--- config.mk ---
export PLATFORM = sky130hd
export DESIGN_NAME = note_draw_scheduler
export DESIGN_NICKNAME = d
export VERILOG_FILES = /design/src/rtl/note_draw_pkg.sv /design/src/rtl/square_pixel_walker.sv /design/src/rtl/note_draw_scheduler.sv
export SDC_FILE = /design/constraint.sdc
export NUM_CORES = 1
export LEC_CHECK = 0
export BUFFER_PORTS_ARGS = -buffer_cell sky130_fd_sc_hd__buf_2
export CORE_MARGIN = 4
export CORE_UTILIZATION = 35
export CTS_BUF_LIST = sky130_fd_sc_hd__clkbuf_2 sky130_fd_sc_hd__clkbuf_4 sky130_fd_sc_hd__clkbuf_8
export CTS_CLUSTER_SIZE = 8
export DETAILED_ROUTE_END_ITERATION = 8
export PLACE_DENSITY = 0.52
export SLEW_MARGIN = 40
export SYNTH_ARGS = -nofsm -noshare
export SYNTH_HDL_FRONTEND = slang
export SYNTH_HIERARCHICAL = 1
export SYNTH_SLANG_ARGS = --single-unit
--- constraint.sdc ---
create_clock -name clock -period 5.55 [get_ports clock]
set_input_delay 0.8325 -clock clock [delete_from_list [all_inputs] [get_ports clock]]
set_output_delay 0.8325 -clock clock [all_outputs]
set_load 0.05 [all_outputs]
--- src/rtl/note_draw_pkg.sv ---
// Shared types and constants for the note-square draw scheduler.
// The state enum always lists CLEAR; that state is only reachable when the
// block is built with NOTE_DRAW_CLEAR_EN defined.
package note_draw_pkg;

  typedef enum logic [2:0] {
    IDLE,
    SLOT,
    ERASE,
    MOVE,
    DRAW,
    NEXT,
    CLEAR
  } state_t;

  localparam int SCREEN_W = 160;
  localparam int SCREEN_H = 120;

  // Coordinate and colour widths of the VGA adapter port.
  localparam int X_W = 8;
  localparam int Y_W = 7;
  localparam int C_W = 3;

  localparam logic [C_W-1:0] COLOUR_BLACK = 3'b000;
  localparam logic [C_W-1:0] COLOUR_RED   = 3'b100;

  // One note square as held in a slot.
  typedef struct packed {
    logic           active;
    logic [X_W-1:0] x;
    logic [Y_W-1:0] y;
    logic [C_W-1:0] colour;
  } slot_t;

endpackage

--- src/rtl/square_pixel_walker.sv ---
// Walks a W x H rectangle row-major, one pixel per cycle (px fastest).
// A start pulse begins a walk from (0,0). busy is high for exactly W*H
// cycles, px/py hold the current pixel, and done marks the last pixel.
module square_pixel_walker
  import note_draw_pkg::*;
#(
  parameter int W = 4,
  parameter int H = 4
) (
  input  logic           clock,
  input  logic           reset,
  input  logic           start,
  output logic           busy,
  output logic           done,
  output logic [X_W-1:0] px,
  output logic [Y_W-1:0] py
);

  logic last_col;
  logic last_row;

  assign last_col = (px == X_W'(W - 1));
  assign last_row = (py == Y_W'(H - 1));
  assign done     = busy && last_col && last_row;

  // Pixel counters: restart on start, step while busy, park at (0,0) when done.
  always_ff @(posedge clock) begin
    // NOTE: state registers use non-blocking (<=) so every flop samples the
    // pre-edge values; blocking here would create order-dependent races.
    if (reset) begin
      busy <= 1'b0;
      px   <= '0;
      py   <= '0;
    end else if (start) begin
      busy <= 1'b1;
      px   <= '0;
      py   <= '0;
    end else if (busy) begin
      if (last_col) begin
        px <= '0;
        if (last_row) begin
          py   <= '0;
          busy <= 1'b0;
        end else begin
          py <= py + 1'b1;
        end
      end else begin
        px <= px + 1'b1;
      end
    end
  end

endmodule

--- src/rtl/note_draw_scheduler.sv ---
// Owns the VGA plotter port for the scrolling note squares. On every
// animation tick each active slot is erased, shifted left by STEP and
// redrawn; a square that runs off the left edge is dropped with a miss pulse.
// Optional build macro NOTE_DRAW_CLEAR_EN: after reset the whole screen is
// swept black (CLEAR state) before the scheduler becomes idle.
module note_draw_scheduler
  import note_draw_pkg::*;
#(
  parameter int NUM_NOTES   = 4,
  parameter int SQUARE_SIZE = 4,
  parameter int STEP        = 1,
  parameter int X_START     = 156
) (
  input  logic           clock,
  input  logic           reset,
  input  logic           frame_tick,
  input  logic           spawn,
  input  logic [Y_W-1:0] spawn_y,
  input  logic [C_W-1:0] spawn_colour,
  output logic           spawn_ready,
  output logic [X_W-1:0] x,
  output logic [Y_W-1:0] y,
  output logic [C_W-1:0] colour,
  output logic           plot,
  output logic           busy,
  output logic           miss,
  output logic           frame_overrun
);

  localparam int IDX_W = (NUM_NOTES > 1) ? $clog2(NUM_NOTES) : 1;
  localparam logic [IDX_W-1:0] LAST_IDX = IDX_W'(NUM_NOTES - 1);
`ifdef NOTE_DRAW_CLEAR_EN
  localparam state_t RESET_STATE = CLEAR;
`else
  localparam state_t RESET_STATE = IDLE;
`endif

  state_t           state;
  state_t           next_state;
  logic [IDX_W-1:0] idx;
  slot_t            slots [NUM_NOTES];
  slot_t            cur;

  logic             free_found;
  logic [IDX_W-1:0] free_idx;
  logic             spawn_accept;
  logic             off_edge;

  logic             sq_start;
  logic             sq_busy;
  logic             sq_done;
  logic [X_W-1:0]   sq_px;
  logic [Y_W-1:0]   sq_py;

  logic             clr_busy;
  logic             clr_done;

  logic             pix_valid;
  logic [X_W-1:0]   pix_x;
  logic [Y_W-1:0]   pix_y;
  logic [C_W-1:0]   pix_colour;
  logic [X_W-1:0]   x_hold;
  logic [Y_W-1:0]   y_hold;
  logic [C_W-1:0]   colour_hold;

  assign cur          = slots[idx];
  assign off_edge     = (int'(cur.x) < STEP);
  assign spawn_ready  = (state == IDLE) && free_found;
  assign spawn_accept = spawn && spawn_ready;
  assign busy         = (state != IDLE);

  // Walk starts: erase on entering an active slot, draw after a surviving move.
  assign sq_start = ((state == SLOT) && cur.active) || ((state == MOVE) && !off_edge);

  square_pixel_walker #(
    .W (SQUARE_SIZE),
    .H (SQUARE_SIZE)
  ) u_square_walker (
    .clock (clock),
    .reset (reset),
    .start (sq_start),
    .busy  (sq_busy),
    .done  (sq_done),
    .px    (sq_px),
    .py    (sq_py)
  );

`ifdef NOTE_DRAW_CLEAR_EN
  logic           clr_start;
  logic [X_W-1:0] clr_px;
  logic [Y_W-1:0] clr_py;

  // The sweep starts in the first CLEAR cycle and never restarts once IDLE.
  assign clr_start = (state == CLEAR) && !clr_busy;

  square_pixel_walker #(
    .W (SCREEN_W),
    .H (SCREEN_H)
  ) u_clear_walker (
    .clock (clock),
    .reset (reset),
    .start (clr_start),
    .busy  (clr_busy),
    .done  (clr_done),
    .px    (clr_px),
    .py    (clr_py)
  );
`else
  // CLEAR is unreachable without the sweep; leave it at once if ever entered.
  assign clr_busy = 1'b0;
  assign clr_done = 1'b1;
`endif

  // Lowest-index free slot, for spawn placement and spawn_ready.
  always_comb begin
    // NOTE: every always_comb output gets a default first so no path leaves
    // it unassigned, which would infer a latch.
    free_found = 1'b0;
    free_idx   = '0;
    for (int i = NUM_NOTES - 1; i >= 0; i--) begin
      if (!slots[i].active) begin
        free_found = 1'b1;
        free_idx   = IDX_W'(i);
      end
    end
  end

  // Next-state logic for the per-slot erase/move/draw sequence.
  always_comb begin
    next_state = state;
    unique case (state)
      IDLE:    if (frame_tick) next_state = SLOT;
      SLOT:    next_state = cur.active ? ERASE : NEXT;
      ERASE:   if (sq_done) next_state = MOVE;
      MOVE:    next_state = off_edge ? NEXT : DRAW;
      DRAW:    if (sq_done) next_state = NEXT;
      NEXT:    next_state = (idx == LAST_IDX) ? IDLE : SLOT;
      CLEAR:   if (clr_done) next_state = IDLE;
      default: next_state = IDLE;
    endcase
  end

  // State register.
  always_ff @(posedge clock) begin
    if (reset) state <= RESET_STATE;
    else       state <= next_state;
  end

  // Slot index: advances in NEXT, wraps to 0 so each pass starts at slot 0.
  always_ff @(posedge clock) begin
    if (reset) begin
      idx <= '0;
    end else if (state == NEXT) begin
      idx <= (idx == LAST_IDX) ? '0 : idx + 1'b1;
    end
  end

  // Slot storage: spawn writes happen only in IDLE, moves only in MOVE.
  always_ff @(posedge clock) begin
    // NOTE: the slots are a handful of flops rather than a RAM, so reset
    // clears every one of them and no stale note survives a mid-pass reset.
    if (reset) begin
      for (int i = 0; i < NUM_NOTES; i++) slots[i] <= '0;
    end else begin
      if (spawn_accept) begin
        slots[free_idx] <= '{active: 1'b1, x: X_W'(X_START), y: spawn_y, colour: spawn_colour};
      end
      if (state == MOVE) begin
        if (off_edge) slots[idx].active <= 1'b0;
        else          slots[idx].x      <= cur.x - X_W'(STEP);
      end
    end
  end

  // One-cycle status pulses.
  always_ff @(posedge clock) begin
    if (reset) begin
      miss          <= 1'b0;
      frame_overrun <= 1'b0;
    end else begin
      miss          <= (state == MOVE) && off_edge;
      frame_overrun <= frame_tick && (state != IDLE);
    end
  end

  // Current pixel: square walker offset from the slot, or the screen sweep.
  always_comb begin
    pix_valid  = sq_busy || clr_busy;
    pix_x      = cur.x + sq_px;
    pix_y      = cur.y + sq_py;
    pix_colour = (state == DRAW) ? cur.colour : COLOUR_BLACK;
`ifdef NOTE_DRAW_CLEAR_EN
    if (clr_busy) begin
      pix_x      = clr_px;
      pix_y      = clr_py;
      pix_colour = COLOUR_BLACK;
    end
`endif
  end

  // Last plotted pixel, so x/y/colour hold steady while plot is low.
  always_ff @(posedge clock) begin
    if (reset) begin
      x_hold      <= '0;
      y_hold      <= '0;
      colour_hold <= '0;
    end else if (pix_valid) begin
      x_hold      <= pix_x;
      y_hold      <= pix_y;
      colour_hold <= pix_colour;
    end
  end

  assign plot   = pix_valid;
  assign x      = pix_valid ? pix_x      : x_hold;
  assign y      = pix_valid ? pix_y      : y_hold;
  assign colour = pix_valid ? pix_colour : colour_hold;

endmodule
Word level (Yosys, flattened, before mapping) --
Memories as Yosys holds them, arrays and structs flattened. A register that Yosys moved wholly into a read port is not among the register bits. Cells that the tools add are included. Widths: inputs -> output; s select.
Storage, ports and cells: register bits after elaboration 41, RAM bits 76, output and inout port bits 23, logic and storage cells 93, memories kept 1
Memory list:
- slots | words 4, bits a word 19, rd ports 5, clocked after Yosys merged registers in 1, wr ports 4, RTL line note_draw_scheduler.sv:41 | slot_t slots [NUM_NOTES];
Operators by class: add/subtract/negate cells 6, order comparisons 1, eq/ne operators 11, mux-type cells 47, reduce and logical (&&, ||, !) cells 17
Operators with widths (number):
- $mux 19 | 2
- $reduce_or 19->1 | 2
- $mux 1 | 24
- $mux 3 | 7
- $mux 2 | 9
- $pmux 3 s6 | 1
- $mux 8 | 2
- $mux 7 | 2
- $add 8x1->8 const B | 1
- $add 8x8->8 | 1
- $eq 8x2->1 const B | 1
- $logic_and 1x1->1 | 8
- $lt 8x1->1 const B | 1
- $sub 8x1->8 const B | 1
- $add 7x1->7 const B | 1
- $add 7x7->7 | 1
- $eq 7x2->1 const B | 1
- $eq 3x2->1 const B | 2
- $eq 3x3->1 const B | 2
- $ne 2x2->1 const B | 3
- $eq 3x1->1 const B | 1
- $logic_not 3->1 | 1
- $reduce_and 3->1 | 1
- $reduce_bool 3->1 | 1
- 6 further kinds | 6

Depth between registers and ports, before layout --
An unclocked memory read counts as a cell.
word-level depth 13, depth in mapped cells 14

Modules after synthesis --
The synthesis kept the hierarchy.
Modules (own cells, without submodules):
- note_draw_scheduler | times used 1, cells an instance 448, area an instance 5098.6 sq um, seq. area each 2822.7 sq um
- square_pixel_walker | times used 1, cells an instance 84, area an instance 757.0 sq um, seq. area each 320.3 sq um

Worst setup path after synthesis --
OpenSTA, ideal clock, no wires.
path kind flip-flop to output port, from register (tool-made name), to output y[1], arrival 3373 ps, slack 1344 ps, stages on the path, launching flop included 8, buffers on the path 2, cells stage by stage dfxtp_1 -> buf_6 -> buf_1 -> mux4_2 -> ha_1 -> inv_1 -> fa_1 -> o21ai_0
RTL lines:
- to (decl) | RTL line note_draw_scheduler.sv:22 | output logic [Y_W-1:0] y,

==> results.yml <==
clocking:
  clk_latency_ps: 450
  cts_buffer_depth: 2
  clockRootBuffer: "clkbuf_8"
  post_cts_buffers: 0
  ctsResizeCount: 0
  cts_hold_buf: 0
  clkSinkCount: 119
  cts_tree: "done"
  cts.clk_slew.worst_paths_ps: 70
  numCtsBuffers: 17
  htree_levels: 4
global_route:
  grt_pass1_wl_mm: 20.42
  grt_use_met3_pct: 3.397
  antenna_found_initial: 0
  grt_busiest_layer: "met2"
  grt_max_degree: 33
  use_met1_pct: 18.94
  grt.overflow.total: 0
  grt_usage_pct: 14.37
  first_global_vias: 3858
  grt.met2_usage_pct: 23.24
finish:
  layout_commonest_cell: "edfxtp_1"
  nets: 603
  layout_common_cells: "76 x edfxtp_1, 75 x nor2_1, 43 x nand2_1, 42 x dfxtp_1, 38 x inv_1"
  diodes: 0
  final_core_util_pct: 40.74
  stdcell_count: 803
  nFillCells: 1638
  area_delta_synth_final_pct: 14.57
  drive_gt1_share_pct: 20.24
timing:
  fmax_mhz: 233.2
  tns_ps: 0
  min_period_ps: 4288
  finalHoldViolCount: 0
  finalMaxSlewViolations: 0
  maxSlewHeadroom_pct: 52.26
  tightest_slew_ps: 713.8
  grt_setup_unrepaired: "no"
  finalClockSkew_ps: 9.819
  period_share_pct: 77.25
  final-setup-viol-count: 0
die:
  dieWidth_um: 137.3
  initial_core_util_pct: 35.56
  io_pins: 37
  die-area_sq_um: 18860
  coreArea_sq_um: 16470
  die_h_um: 137.3
  num_rows: 47
logic_synthesis:
  synth_ff_type: "edfxtp_1"
  synth_area_per_cell_sq_um: 11.01
  synthTopCellsByArea: "edfxtp_1 39%, dfxtp_1 15%, mux4_2 7.3%"
  synth_largest_area_cell: "edfxtp_1"
  syn_nets: 565
  synth_area_sq_um: 5856
  synth-seq-cells: 119
  synth_top_area_share_pct: 38.97
  synth_cells: 532
  synth_cell_types: 51
  synth_edf_count: 76
  ys_seq_area_share_pct: 53.68
  synth_warnings: 6
  async_reset_ff_share_pct: 0
pwr:
  seqPwrFrac_pct: 47.1
  p_leak_nw: 2.634
  power.total_mw: 2.234
  switching_power_mw: 0.6642
  swShare_pct: 29.73
  pwr-share-clk_pct: 38.1
  vdd_drop_max_mv: 0.1576
  power.density_nw_per_um2: 333.0
  intPower_mw: 1.570
  p_comb_share_pct: 14.8
place:
  place_congestion: 0.7567
  dp_hpwl_mm: 8.896
  placed_cells: 771
  io_buffers: 36
setup_path:
  worst_ep_arrival_time_ps: 3460
  crit_type: "reg -> out"
  crit_required_ps: 4720
  cp-end-kind: "primary output"
  startpoint_type: "register"
  cp_max_fo: 12
run:
  maxCapViolCount: 0
routing:
  firstDrtPassIters: 5
  via_per_inst: 4.978
  final_antenna_net_count: 0
  wl_mm: 12.90
  wl_per_cell_um: 16.06
  drc: 0
  drt_iter0_markers: 235
  num_vias: 3997
status:
  status: "complete, no violations"
worst_hold_path:
  hp-class: "reg -> reg"
==> cell type report <==
cell class                      count  area, sq um  area share, %
Multi-Input combinational cell    354         2515          37.49
Tap cell                          220        275.3          4.103
Inverter                           39        146.4          2.182
Clock buffer                       17        234.0          3.488
Clock inverter                     15        191.4          2.853
Sequential cell                   119         3144          46.87
Timing Repair Buffer               39        202.7          3.021
==> worst paths after layout <==
| path | endpoint | depth (start not counted) | startpoint | slack, ps |
|---|---|---|---|---|
| worst min-delay path | y_hold[5] | 2 | y_hold[5] | 480 |
| worst max register to register | slots[1][16] | 6 | state[1] | 1790 |
| worst min register to register | y_hold[5] | 2 | y_hold[5] | 480 |
| worst max-delay path | x[6] | 11 | register | 1260 |
==> synthesized netlist by cell type (all sizes together), types with 2 or more instances <==
master	instances
a21boi	7
a21o	5
a21oi	21
a31oi	3
and2	15
and3	7
buf	5
clkbuf	15
dfxtp	43
edfxtp	76
fa	2
ha	17
inv	39
mux2	8
mux2i	3
mux4	19
nand2	43
nand2b	9
nand3	8
nand4	10
nor2	76
nor2b	11
nor3	18
nor3b	3
nor4	2
o21a	3
o21ai	22
o31ai	2
or2	2
or3	8
xnor2	11
xor2	10
==> state kept, by name, summed over array words and instances, names as in the netlist, named ones only <==
signal / flops
slots: 76
u_square_walker/px: 8
x_hold: 8
u_square_walker/py: 7
y_hold: 7
colour_hold: 3
state: 3
idx: 2
frame_overrun: 1
miss: 1
u_square_walker/busy: 1
==> power groups by stage <==
| stage | sequential, mW | combinational (mW) | clock (mW) |
|---|---|---|---|
| 3_3_place_gp | 1.07 | 0.324 | 0 |
| 6_report | 1.05 | 0.330 | 0.852 |
| 3_5_place_dp | 1.07 | 0.334 | 0 |
| 5_1_grt | 1.06 | 0.360 | 0.908 |
| 2_1_floorplan | 1.06 | 0.246 | 0 |
| 4_1_cts | 1.05 | 0.335 | 0.871 |
==> cells by family (layout without fill, tap and decap cells) <==
family | count (synthesis) | in the layout | share of synthesized area (%)
fa+ha+maj | 19 | 19 | 4.316
buf+inv | 59 | 110 | 3.953
simple gates | 215 | 215 | 18.12
mux | 30 | 30 | 9.359
xor+xnor | 21 | 21 | 3.141
flops | 119 | 119 | 53.68
compound gates | 69 | 69 | 7.436
==> worst max-delay path, cell delays in order (launching register included) <==
cell and delay [ps]:
dfxtp_2 620, mux4_2 600, ha_1 210, inv_1 70
fa_1 210, nor2b_1 60, o21ai_0 180, a21boi_0 140
o21a_1 200, or3_1 370, nand3_1 90, buf_2 260
==> metal layers <==
layer	wire (um)	vias up
li1	-	1961
met1	6097	1943
met2	6141	76
met3	452	17
met4	204	0
met5	0	-
==> per-stage QoR <==
step	worst slack (ps)	cell area (sq um)	hold slack (ps)
finish	1262	6709	477.5
floorplan	1344	5856	452.5
global route	937.0	6709	521.9
global placement	1448	6254	471.9
CTS	911.3	6708	481.2
detailed placement	1418	6282	467.3
Note: power is estimated with default switching activity, not from simulation.
